**src/rtl/seg7_pkg.sv**
```systemverilog
// Shared types and helpers for the multiplexed 7-segment scan driver.
package seg7_pkg;

    typedef enum logic {
        PH_BLANK,
        PH_ON
    } phase_t;

    // Segment patterns {a,b,c,d,e,f,g}, bit 6 = a, active-high.
    localparam logic [6:0] HEX_SEG [16] = '{
        7'b1111110, 7'b0110000, 7'b1101101, 7'b1111001,
        7'b0110011, 7'b1011011, 7'b1011111, 7'b1110000,
        7'b1111111, 7'b1111011, 7'b1110111, 7'b0011111,
        7'b1001110, 7'b0111101, 7'b1001111, 7'b1000111
    };

    function automatic logic [6:0] hex_to_seg(input logic [3:0] nibble);
        return HEX_SEG[nibble];
    endfunction

    // Converts an active-high "on" request into the pin level for the given polarity.
    function automatic logic drive_level(input logic on, input bit active_low);
        return on ^ active_low;
    endfunction

endpackage

```
**src/rtl/seg7_scan_driver_if.sv**
```systemverilog
// Load bus of the scan driver: display contents captured into the pending shadow on load.
interface seg7_scan_driver_if #(
    parameter int DIGITS = 4,
    parameter int PWM_W  = 4
);
    logic                  load;
    logic [4*DIGITS-1:0]   value;
    logic [DIGITS-1:0]     dp;
    logic [DIGITS-1:0]     digit_en;
    logic                  lz_blank;
    logic [PWM_W-1:0]      brightness;

    modport master (output load, value, dp, digit_en, lz_blank, brightness);
    modport slave  (input  load, value, dp, digit_en, lz_blank, brightness);
endinterface

```
**src/rtl/seg7_hex_decode.sv**
```systemverilog
// Combinational hex nibble to active-high 7-segment pattern.
module seg7_hex_decode
    import seg7_pkg::*;
(
    input  logic [3:0] nibble,
    output logic [6:0] seg
);

    // Table lookup of the segment pattern.
    always_comb begin
        seg = hex_to_seg(nibble);
    end

endmodule

```
**src/rtl/seg7_scan_driver.sv**
```systemverilog
// Multiplexed N-digit 7-segment scan driver with frame-synchronous shadow loading,
// PWM brightness, per-digit blanking, decimal points and leading-zero suppression.
module seg7_scan_driver
    import seg7_pkg::*;
#(
    parameter int CLK_HZ         = 100000000,
    parameter int SCAN_HZ        = 250,
    parameter int DIGITS         = 4,
    parameter int PWM_W          = 4,
    parameter int BLANK_CYCLES   = 100,
    parameter bit COM_ACTIVE_LOW = 1'b1,
    parameter bit SEG_ACTIVE_LOW = 1'b0
) (
    input  logic                clk,
    input  logic                rst_n,
    seg7_scan_driver_if.slave   bus,
    output logic [6:0]          seg,
    output logic                seg_dp,
    output logic [DIGITS-1:0]   com,
    output logic                frame_start
);

    localparam int SLOT_CYC = CLK_HZ / (SCAN_HZ * DIGITS);
    localparam int PWM_P    = (1 << PWM_W) - 1;
    localparam int SW       = $clog2(SLOT_CYC);
    localparam int DW       = $clog2(DIGITS);

    localparam logic [SW-1:0]    SLOT_LAST = SW'(SLOT_CYC - 1);
    localparam logic [SW-1:0]    ON_START  = SW'(BLANK_CYCLES);
    localparam logic [DW-1:0]    DIG_LAST  = DW'(DIGITS - 1);
    localparam logic [PWM_W-1:0] PWM_LAST  = PWM_W'(PWM_P - 1);

    if (SLOT_CYC < BLANK_CYCLES + PWM_P || DIGITS < 2 || DIGITS > 8) begin : g_param_check
        $error("seg7_scan_driver: need SLOT_CYC >= BLANK_CYCLES + PWM_P and 2 <= DIGITS <= 8");
    end

    phase_t             phase, phase_nxt;
    logic [SW-1:0]      slot_cnt, slot_nxt;
    logic [DW-1:0]      dig, dig_nxt;
    logic [PWM_W-1:0]   pwm_cnt, pwm_nxt;
    logic               slot_wrap, frame_wrap;

    logic [4*DIGITS-1:0] pend_value, act_value;
    logic [DIGITS-1:0]   pend_dp, act_dp;
    logic [DIGITS-1:0]   pend_en, act_en;
    logic                pend_lz, act_lz;
    logic [PWM_W-1:0]    pend_bright, act_bright;
    logic                pend_v;

    logic [DIGITS-1:0]   supp;
    logic                lz_run;
    logic [3:0]          cur_nibble;
    logic [6:0]          dec_seg;
    logic [DIGITS-1:0]   com_drv;
    logic [6:0]          seg_drv;
    logic                dp_drv;

    // Scan state register: slot phase, prescaler, digit index and PWM counter.
    always_ff @(posedge clk or negedge rst_n) begin
        if (!rst_n) begin
            phase    <= (ON_START == '0) ? PH_ON : PH_BLANK;
            slot_cnt <= '0;
            dig      <= '0;
            pwm_cnt  <= '0;
        end else begin
            phase    <= phase_nxt;
            slot_cnt <= slot_nxt;
            dig      <= dig_nxt;
            pwm_cnt  <= pwm_nxt;
        end
    end

    // Next scan state; phase tracks the slot_cnt it will accompany, PWM restarts at each ON phase.
    always_comb begin
        slot_wrap  = (slot_cnt == SLOT_LAST);
        frame_wrap = slot_wrap && (dig == DIG_LAST);
        slot_nxt   = slot_wrap ? '0 : slot_cnt + 1'b1;
        dig_nxt    = dig;
        if (slot_wrap) begin
            dig_nxt = (dig == DIG_LAST) ? '0 : dig + 1'b1;
        end
        phase_nxt = (slot_nxt < ON_START) ? PH_BLANK : PH_ON;
        pwm_nxt   = '0;
        if (phase == PH_ON && phase_nxt == PH_ON && !slot_wrap) begin
            pwm_nxt = (pwm_cnt == PWM_LAST) ? '0 : pwm_cnt + 1'b1;
        end
    end

    // Pending shadow captures every load; active set swaps only on the frame boundary,
    // where a load in that very cycle bypasses the pending registers.
    always_ff @(posedge clk or negedge rst_n) begin
        if (!rst_n) begin
            pend_value  <= '0;
            pend_dp     <= '0;
            pend_en     <= '0;
            pend_lz     <= 1'b0;
            pend_bright <= '0;
            pend_v      <= 1'b0;
            act_value   <= '0;
            act_dp      <= '0;
            act_en      <= '0;
            act_lz      <= 1'b0;
            act_bright  <= '0;
        end else begin
            if (bus.load) begin
                pend_value  <= bus.value;
                pend_dp     <= bus.dp;
                pend_en     <= bus.digit_en;
                pend_lz     <= bus.lz_blank;
                pend_bright <= bus.brightness;
            end
            if (frame_wrap) begin
                pend_v <= 1'b0;
                if (bus.load) begin
                    act_value  <= bus.value;
                    act_dp     <= bus.dp;
                    act_en     <= bus.digit_en;
                    act_lz     <= bus.lz_blank;
                    act_bright <= bus.brightness;
                end else if (pend_v) begin
                    act_value  <= pend_value;
                    act_dp     <= pend_dp;
                    act_en     <= pend_en;
                    act_lz     <= pend_lz;
                    act_bright <= pend_bright;
                end
            end else if (bus.load) begin
                pend_v <= 1'b1;
            end
        end
    end

    // Leading-zero mask: zeros from the top digit down are suppressed until the first non-zero.
    always_comb begin
        supp   = '0;
        lz_run = act_lz;
        for (int unsigned i = DIGITS - 1; i > 0; i--) begin
            lz_run  = lz_run && (act_value[4*i +: 4] == 4'h0);
            supp[i] = lz_run;
        end
    end

    assign cur_nibble = act_value[{dig, 2'b00} +: 4];

    seg7_hex_decode u_hex_decode (
        .nibble (cur_nibble),
        .seg    (dec_seg)
    );

    // Pin levels for the next cycle: dark during BLANK, PWM-gated digit select during ON.
    always_comb begin
        com_drv = '0;
        seg_drv = '0;
        dp_drv  = 1'b0;
        if (phase == PH_ON) begin
            seg_drv = dec_seg;
            dp_drv  = act_dp[dig];
            if (act_en[dig] && !supp[dig] && (pwm_cnt < act_bright)) begin
                com_drv[dig] = 1'b1;
            end
        end
        for (int unsigned i = 0; i < DIGITS; i++) begin
            com_drv[i] = drive_level(com_drv[i], COM_ACTIVE_LOW);
        end
        for (int unsigned i = 0; i < 7; i++) begin
            seg_drv[i] = drive_level(seg_drv[i], SEG_ACTIVE_LOW);
        end
        dp_drv = drive_level(dp_drv, SEG_ACTIVE_LOW);
    end

    // Registered outputs.
    always_ff @(posedge clk or negedge rst_n) begin
        if (!rst_n) begin
            com         <= {DIGITS{COM_ACTIVE_LOW}};
            seg         <= {7{SEG_ACTIVE_LOW}};
            seg_dp      <= SEG_ACTIVE_LOW;
            frame_start <= 1'b0;
        end else begin
            com         <= com_drv;
            seg         <= seg_drv;
            seg_dp      <= dp_drv;
            frame_start <= frame_wrap;
        end
    end

endmodule

```
**src/flat_wrapper.sv**
```systemverilog
// flat-port wrapper written by rule: the top's interface ports become plain ports
module seg7_scan_driver_flat import seg7_pkg::*;
#(
    parameter int CLK_HZ         = 100000000,
    parameter int SCAN_HZ        = 250,
    parameter int DIGITS         = 4,
    parameter int PWM_W          = 4,
    parameter int BLANK_CYCLES   = 100,
    parameter bit COM_ACTIVE_LOW = 1'b1,
    parameter bit SEG_ACTIVE_LOW = 1'b0
)
  (clk, rst_n, seg, seg_dp, com, frame_start, bus_load, bus_value, bus_dp, bus_digit_en, bus_lz_blank, bus_brightness);
  seg7_scan_driver_if #(.DIGITS(DIGITS), .PWM_W(PWM_W)) bus_i ();
  input  logic clk;
  input  logic rst_n;
  output logic [6:0] seg;
  output logic seg_dp;
  output logic [DIGITS-1:0] com;
  output logic frame_start;
  input wire logic [$bits(bus_i.load)-1:0] bus_load;
  input wire logic [$bits(bus_i.value)-1:0] bus_value;
  input wire logic [$bits(bus_i.dp)-1:0] bus_dp;
  input wire logic [$bits(bus_i.digit_en)-1:0] bus_digit_en;
  input wire logic [$bits(bus_i.lz_blank)-1:0] bus_lz_blank;
  input wire logic [$bits(bus_i.brightness)-1:0] bus_brightness;
  assign bus_i.load = bus_load;
  assign bus_i.value = bus_value;
  assign bus_i.dp = bus_dp;
  assign bus_i.digit_en = bus_digit_en;
  assign bus_i.lz_blank = bus_lz_blank;
  assign bus_i.brightness = bus_brightness;
  seg7_scan_driver #(.CLK_HZ(CLK_HZ), .SCAN_HZ(SCAN_HZ), .DIGITS(DIGITS), .PWM_W(PWM_W), .BLANK_CYCLES(BLANK_CYCLES), .COM_ACTIVE_LOW(COM_ACTIVE_LOW), .SEG_ACTIVE_LOW(SEG_ACTIVE_LOW)) u_core (.clk(clk), .rst_n(rst_n), .bus(bus_i), .seg(seg), .seg_dp(seg_dp), .com(com), .frame_start(frame_start));
endmodule
```
**config.mk**
```make
export PLATFORM = sky130hd
export DESIGN_NAME = seg7_scan_driver_flat
export DESIGN_NICKNAME = d
export VERILOG_FILES = /design/src/rtl/seg7_pkg.sv /design/src/rtl/seg7_scan_driver_if.sv /design/src/rtl/seg7_hex_decode.sv /design/src/rtl/seg7_scan_driver.sv /design/src/flat_wrapper.sv
export SDC_FILE = /design/constraint.sdc
export NUM_CORES = 1
export LEC_CHECK = 0
export BUFFER_PORTS_ARGS = -buffer_cell sky130_fd_sc_hd__buf_2
export CAP_MARGIN = 40
export CORE_MARGIN = 5
export CORE_UTILIZATION = 30
export DETAILED_ROUTE_END_ITERATION = 12
export GPL_ROUTABILITY_DRIVEN = 0
export HOLD_SLACK_MARGIN = 0.02
export SYNTH_ARGS = -nofsm -noshare
export SYNTH_HDL_FRONTEND = slang
export SYNTH_HIERARCHICAL = 1
export SYNTH_SLANG_ARGS = --single-unit
```
**constraint.sdc**
```tcl
create_clock -name clk -period 3.3 [get_ports clk]
set_input_delay 0.66 -clock clk [delete_from_list [all_inputs] [get_ports clk]]
set_output_delay 0.66 -clock clk [all_outputs]
set_load 0.005 [all_outputs]
```
Word-level counts from Yosys, hierarchy flattened
Memory sizes are Yosys's and may differ from the RTL's. Cells that the tools add are included.

Bits in registers: 96. Latch bits: 0. Bits in writable memories: 0. Bits in read-only memories: 112. Output and inout bits: 13. Memories: 1.

Memories: (name not given) (depth 16, bits a word 7, read ports 1, clocked after memory_dff 0, write ports 0, RTL line seg7_pkg.sv:18) `return HEX_SEG[nibble];`.

Add/sub/neg operators: 3. Multiply operators: 0. Divide/modulo/power cells: 0. $lt $le $gt $ge: 5. Equal/unequal tests: 3. Shift-type cells: 1. Multiplexer cells: 31. Bitwise logic cells: 5. Reduce and logical (&&, ||, !) cells: 17.

Operators with widths (count): $mux W4 (10); $mux W16 (2); $mux W7 (3); $add A17 B1 Y17 const B (1); $eq A17 B17 Y1 const B (1); $lt A17 B7 Y1 const B (1); $mux W17 (1); $shiftx A16 B5 Y4 (1); $logic_not A4 Y1 (3); $mux W1 (10); $logic_and A1 B1 Y1 (9); $bmux W1 S2 (3); $ge A5 B5 Y1 const B (1); $not A4 Y5 (1); $add A4 B1 Y4 const B (1); $eq A4 B4 Y1 const B (1); $lt A4 B4 Y1 (1); $not A1 Y1 (4); $reduce_bool A2 Y1 (2); $lt A2 B3 Y1 const B (1); $add A2 B1 Y2 const B (1); $demux W1 S2 (1); $eq A2 B2 Y1 const B (1); $ge A2 B1 Y1 const B (1); other kinds (3) (4).

Logic depth before layout (Yosys ltp)
Depth in word-level cells: 12. Mapped depth: 8. Mapped depth without buffers: 7.

Hierarchy
Netlist, hierarchy kept.

By module, submodules not included: seg7_scan_driver (times used 1, cells each 324, area an instance 4247.8 µm², sequential area each 2407.3 µm²); seg7_hex_decode (times used 1, cells each 33, area an instance 287.8 µm², sequential area each 0.0 µm²).

Least setup slack after synthesis
No wires, ideal clock.

Kind: reg-to-reg. Start: register u_core.dig[0]. End: register u_core.seg[3]. Setup time: 0.119 ns. Data arrival time: 2.372 ns. Path slack: 0.809 ns. Stages on the path, launching flop included: 8. Path buffers: 1. Clock period less this slack: 2.491 ns. Cells stage by stage: dfrtp_1 -> clkbuf_1 -> mux4_2 -> inv_1 -> ha_1 -> inv_1 -> mux4_1 -> and2_1.

Word-level cells in the longest chain between the ends: 6.

RTL lines: from (decl) (RTL line seg7_scan_driver.sv:39) `logic [DW-1:0] dig, dig_nxt;`; from (signal assigned) (RTL line seg7_scan_driver.sv:68) `dig <= dig_nxt;`; $shiftx A16 B5 Y4 (RTL line seg7_scan_driver.sv:143) `assign cur_nibble = act_value[{dig, 2'b00} +: 4];`; named net u_core.cur_nibble[1] (RTL line seg7_scan_driver.sv:52) `logic [3:0] cur_nibble;`; $not A4 Y5 (not written as such) (RTL line seg7_pkg.sv:18); $mem_v2 Z16 W7; $mux W7 (not written as such) (2 in series) (RTL line seg7_pkg.sv:18); named net u_core.dec_seg[3] (RTL line seg7_scan_driver.sv:53) `logic [6:0] dec_seg;`; $mux W7 (RTL line seg7_scan_driver.sv:155) `if (phase == PH_ON) begin`; named net u_core.seg_drv[3] (RTL line seg7_scan_driver.sv:55) `logic [6:0] seg_drv;`; to (signal assigned) (RTL line seg7_scan_driver.sv:175) `seg <= {7{SEG_ACTIVE_LOW}};`; to (signal assigned) (RTL line seg7_scan_driver.sv:180) `seg <= seg_drv;`; to (decl) (RTL line seg7_scan_driver.sv:17) `output logic [6:0] seg,`.

The timed path passes the listed nets, and every way through them passes these cells. The select of a mux whose other input is x is not followed. A chain may end at the register's enable or synchronous reset.

Final worst setup path
Start: register u_core.slot_cnt[0]. End: register u_core.phase.

Word-level cells in the longest chain between the ends: 4.

RTL lines: from (decl) (RTL line seg7_scan_driver.sv:38) `logic [SW-1:0] slot_cnt, slot_nxt;`; from (signal assigned) (RTL line seg7_scan_driver.sv:67) `slot_cnt <= slot_nxt;`; $add A17 B1 Y17 / $eq A17 B17 Y1 (equally long branches) (RTL line seg7_scan_driver.sv:77, seg7_scan_driver.sv:75); $mux W17 (*) (RTL line seg7_scan_driver.sv:77) `slot_nxt = slot_wrap ? '0 : slot_cnt + 1'b1;`; $lt A17 B7 Y1 (*) (RTL line seg7_scan_driver.sv:82) `phase_nxt = (slot_nxt < ON_START) ? PH_BLANK : PH_ON;`; $mux W1 (*) (RTL line seg7_scan_driver.sv:82); named net u_core.phase_nxt (RTL line seg7_scan_driver.sv:37) `phase_t phase, phase_nxt;`; to (signal assigned) (RTL line seg7_scan_driver.sv:61) `phase <= (ON_START == '0) ? PH_ON : PH_BLANK;`; to (signal assigned) (RTL line seg7_scan_driver.sv:66) `phase <= phase_nxt;`; to (decl) (RTL line seg7_scan_driver.sv:37).

The timed path passes the listed nets; every way through them passes the cells marked *.

==> impl_metrics.toml <==
[layout]
drive_gt1_share_pct = 36.1
nFillCells = 1480
antenna_cells = 0
final_nets = 446
design_area_um2 = 5210
seqCellArea_um2 = 2410
area_growth_pct = 14.9
multi_input_area_um2 = 1960

[routing]
highest_layer = "met4"
vias_per_cell = 4.61
vias = 2721
wl_per_cell_um = 14.2
wl_met2_um = 3650
drc = 0
ant_nets = 0
dr.pass1.iters = 4
wl_met3_um = 257
met1Wirelength_um = 4300
totalWireLength_um = 8360
drt_iter0_markers = 192

[clock_tree]
cts_hold_buf = 0
cts_tree = "done"
ctsLongestPathBuffers = 2
cts_htree_levels = 3
numCtsBuffers = 9
cts_sinks = 96
ctsResizeCount = 0
clk-insertion-delay-late_ps = 340
post_cts_buffers = 0
clkTransAtPathRegs_ps = 70
cts_root_buffer = "clkbuf_16"

[floorplanning]
die_x_um = 133
die_area_um2 = 17700
io_pins = 45
rows = 45
die_h_um = 133
start_util_pct = 30.2
fp.coreArea_um2 = 15000

[grt]
grt_remaining_overflow = 0
antenna_found_initial = 0
grt_pass1_vias = 2775
grt_max_degree = 61
grt_pass1_wl_um = 14300
grt_util_all_layers_pct = 10.2

[timing]
fmax_mhz = 387
slew_headroom_pct = 52.9
hold_violations = 0
post-route-period-util_pct = 78.3
finalCriticalPeriod_ps = 2580
rsz0062_at_grt = "false"
finalSetupViolations = 0
finClkSkew_ps = 7.34
drv_slew = 0
finalSetupTns_ps = 0
tightest_slew_ps = 706

[placement]
place_area_um2 = 4930
io_buffers = 44
hpwl_um = 6180

[yosys]
synth_fp_nets = 406
synth-seq-area-share_pct = 53.1
netlist_area_um2 = 4540
ys_ff_latch = 96
syn_area_per_cell_um2 = 12.7
synth_edf_count = 0
syn-instance-count = 357
async_flop_share_pct = 100
yosysWarnings = 6
synth_cell_types = 55
yosys_most_used_dff = "dfrtp_1"

[critical_path]
cpPeakStageDelay_ps = 560
cp.buffers_inverters = 0
cp.arrival_ps = 2770
start_kind = "register"
crit_fanout = 7
worstSetupPathType = "reg -> reg"
cp-end-kind = "register"
cp_cell_sequence = "ha_1 -> nand3_1 -> or2_1 -> or4_1 -> xor2_1 -> nor4b_2 -> o21ai_0"
cp_slowest_cell = "or4_1"
critPathTopFamily = "simple AND/OR/NAND/NOR gates"
critPathRequiredTime_ps = 3490

[hold_path]
hold_path.class = "in -> async"

[power]
power.static_leakage_uw = 0.00234
ir_worst_vdd_v = 0.000219
power-per-cell-area_nw_per_um2 = 440

[run]
maxCapViolCount = 0

[run_status]
status = "finished, final reports clean"
==> worst register-to-register path, stage by stage, from the launching register on <==
cell and delay [ps]:
dfrtp_1 380, ha_1 300, nand3_1 120, or2_1 260, or4_1 560, xor2_1 180, nor4b_2 470, o21ai_0 160
==> registers in the layout, summed over array words and instances, names as in the netlist, 2 cells and up <==
| name | cells |
|---|---|
| u_core/seg | 7 |
| u_core/dig | 2 |
| u_core/pend_value | 16 |
| u_core/act_en | 4 |
| u_core/pend_dp | 4 |
| u_core/act_bright | 4 |
| u_core/pend_bright | 4 |
| u_core/pend_en | 4 |
| u_core/pwm_cnt | 4 |
| u_core/act_value | 16 |
| u_core/act_dp | 4 |
| u_core/com | 4 |
| u_core/slot_cnt | 17 |
==> final cells by class <==
cell class                      count  share of cell area, %
Tap cell                          188                   4.51
Multi-Input combinational cell    228                   37.6
Clock buffer                        9                   4.32
Sequential cell                    96                   46.2
Inverter                           13                  0.936
Clock inverter                      7                   1.03
Timing Repair Buffer               49                   5.38
==> through the flow <==
step / setup WS (ps) / cells / hold WS [ps] / power [uW] / utilization (%)
after floorplan: 809 / 357 / 364 / 1290 / -
after global placement: 847 / 573 / 463 / 1340 / 32.6
after detailed placement: 747 / 574 / 478 / 1350 / 32.8
after CTS: 712 / 590 / 198 / 2340 / 34.7
after global routing: 488 / 590 / 215 / 2410 / 34.7
final: 716 / 590 / 204 / 2300 / 34.7
==> path summary, 6_finish.rpt <==
kind / from / endpoint / slack [ps] / depth (start not counted)
max in group asynchronous: rst_n / u_core/pend_value[2] / 2330 / 3
worst min-delay path: rst_n / u_core/seg[0] / 200 / 1
min in group clk: u_core/slot_cnt[0] / u_core/slot_cnt[0] / 480 / 1
worst max register to register: u_core/slot_cnt[0] / u_core/phase / 720 / 7
worst max-delay path: u_core/slot_cnt[0] / u_core/phase / 720 / 7
worst min register to register: u_core/slot_cnt[0] / u_core/slot_cnt[0] / 480 / 1
==> placed cells by master, fill, tap and decap left out, drive strengths merged, types with 7 or more instances in the layout <==
master and instances:
inv 16, a21oi 9, nand3 10, nor2 17, buf 49, ha 17, clkbuf 9, o21ai 7
mux2 61, xor2 7, and2 11, nand2 16, dfrtp 92, xnor2 13
==> synth_stat cells, types with 5 or more instances <==
master   number  area [um2]
dfrtp_1      92        2300
mux2i_1       5        50.1
nor4_1        5        31.3
nand2_1      16        60.1
ha_1         17         213
nor2_1       17        63.8
xor2_1        7        61.3
a21oi_1       9        45.0
mux4_2        5         113
and2_1       10        62.6
inv_1        13        48.8
o21ai_0       6        30.0
nand3_1       9        45.0
nor3_1        6        30.0
xnor2_1      13         114
mux2_2       61         687
==> kinds of logic after synthesis <==
kind of cell,count (synthesis),share of synthesized area (%)
flip-flops,96,53.1
AND/OR/NAND/NOR,89,10.9
multiplexers,72,19.3
buffers and inverters,33,3.75
AO/OA/AOI/OAI,30,4.39
XOR/XNOR,20,3.86
adder cells (fa/ha/maj),17,4.69
==> per-layer routing <==
metal	up-vias	GRT usage (%)
li1	1332	-
met1	1334	14.6
met2	46	14.3
met4	0	4.45
met3	9	2.66
met5	-	0
==> report_power, final <==
part / internal [uW] / switching, uW / total, uW
clock network: 518 / 453 / 971
registers: 1210 / 8.22 / 1220
logic: 50.8 / 54.6 / 105
total: 1780 / 515 / 2300
(Power assumes the default switching activity.)
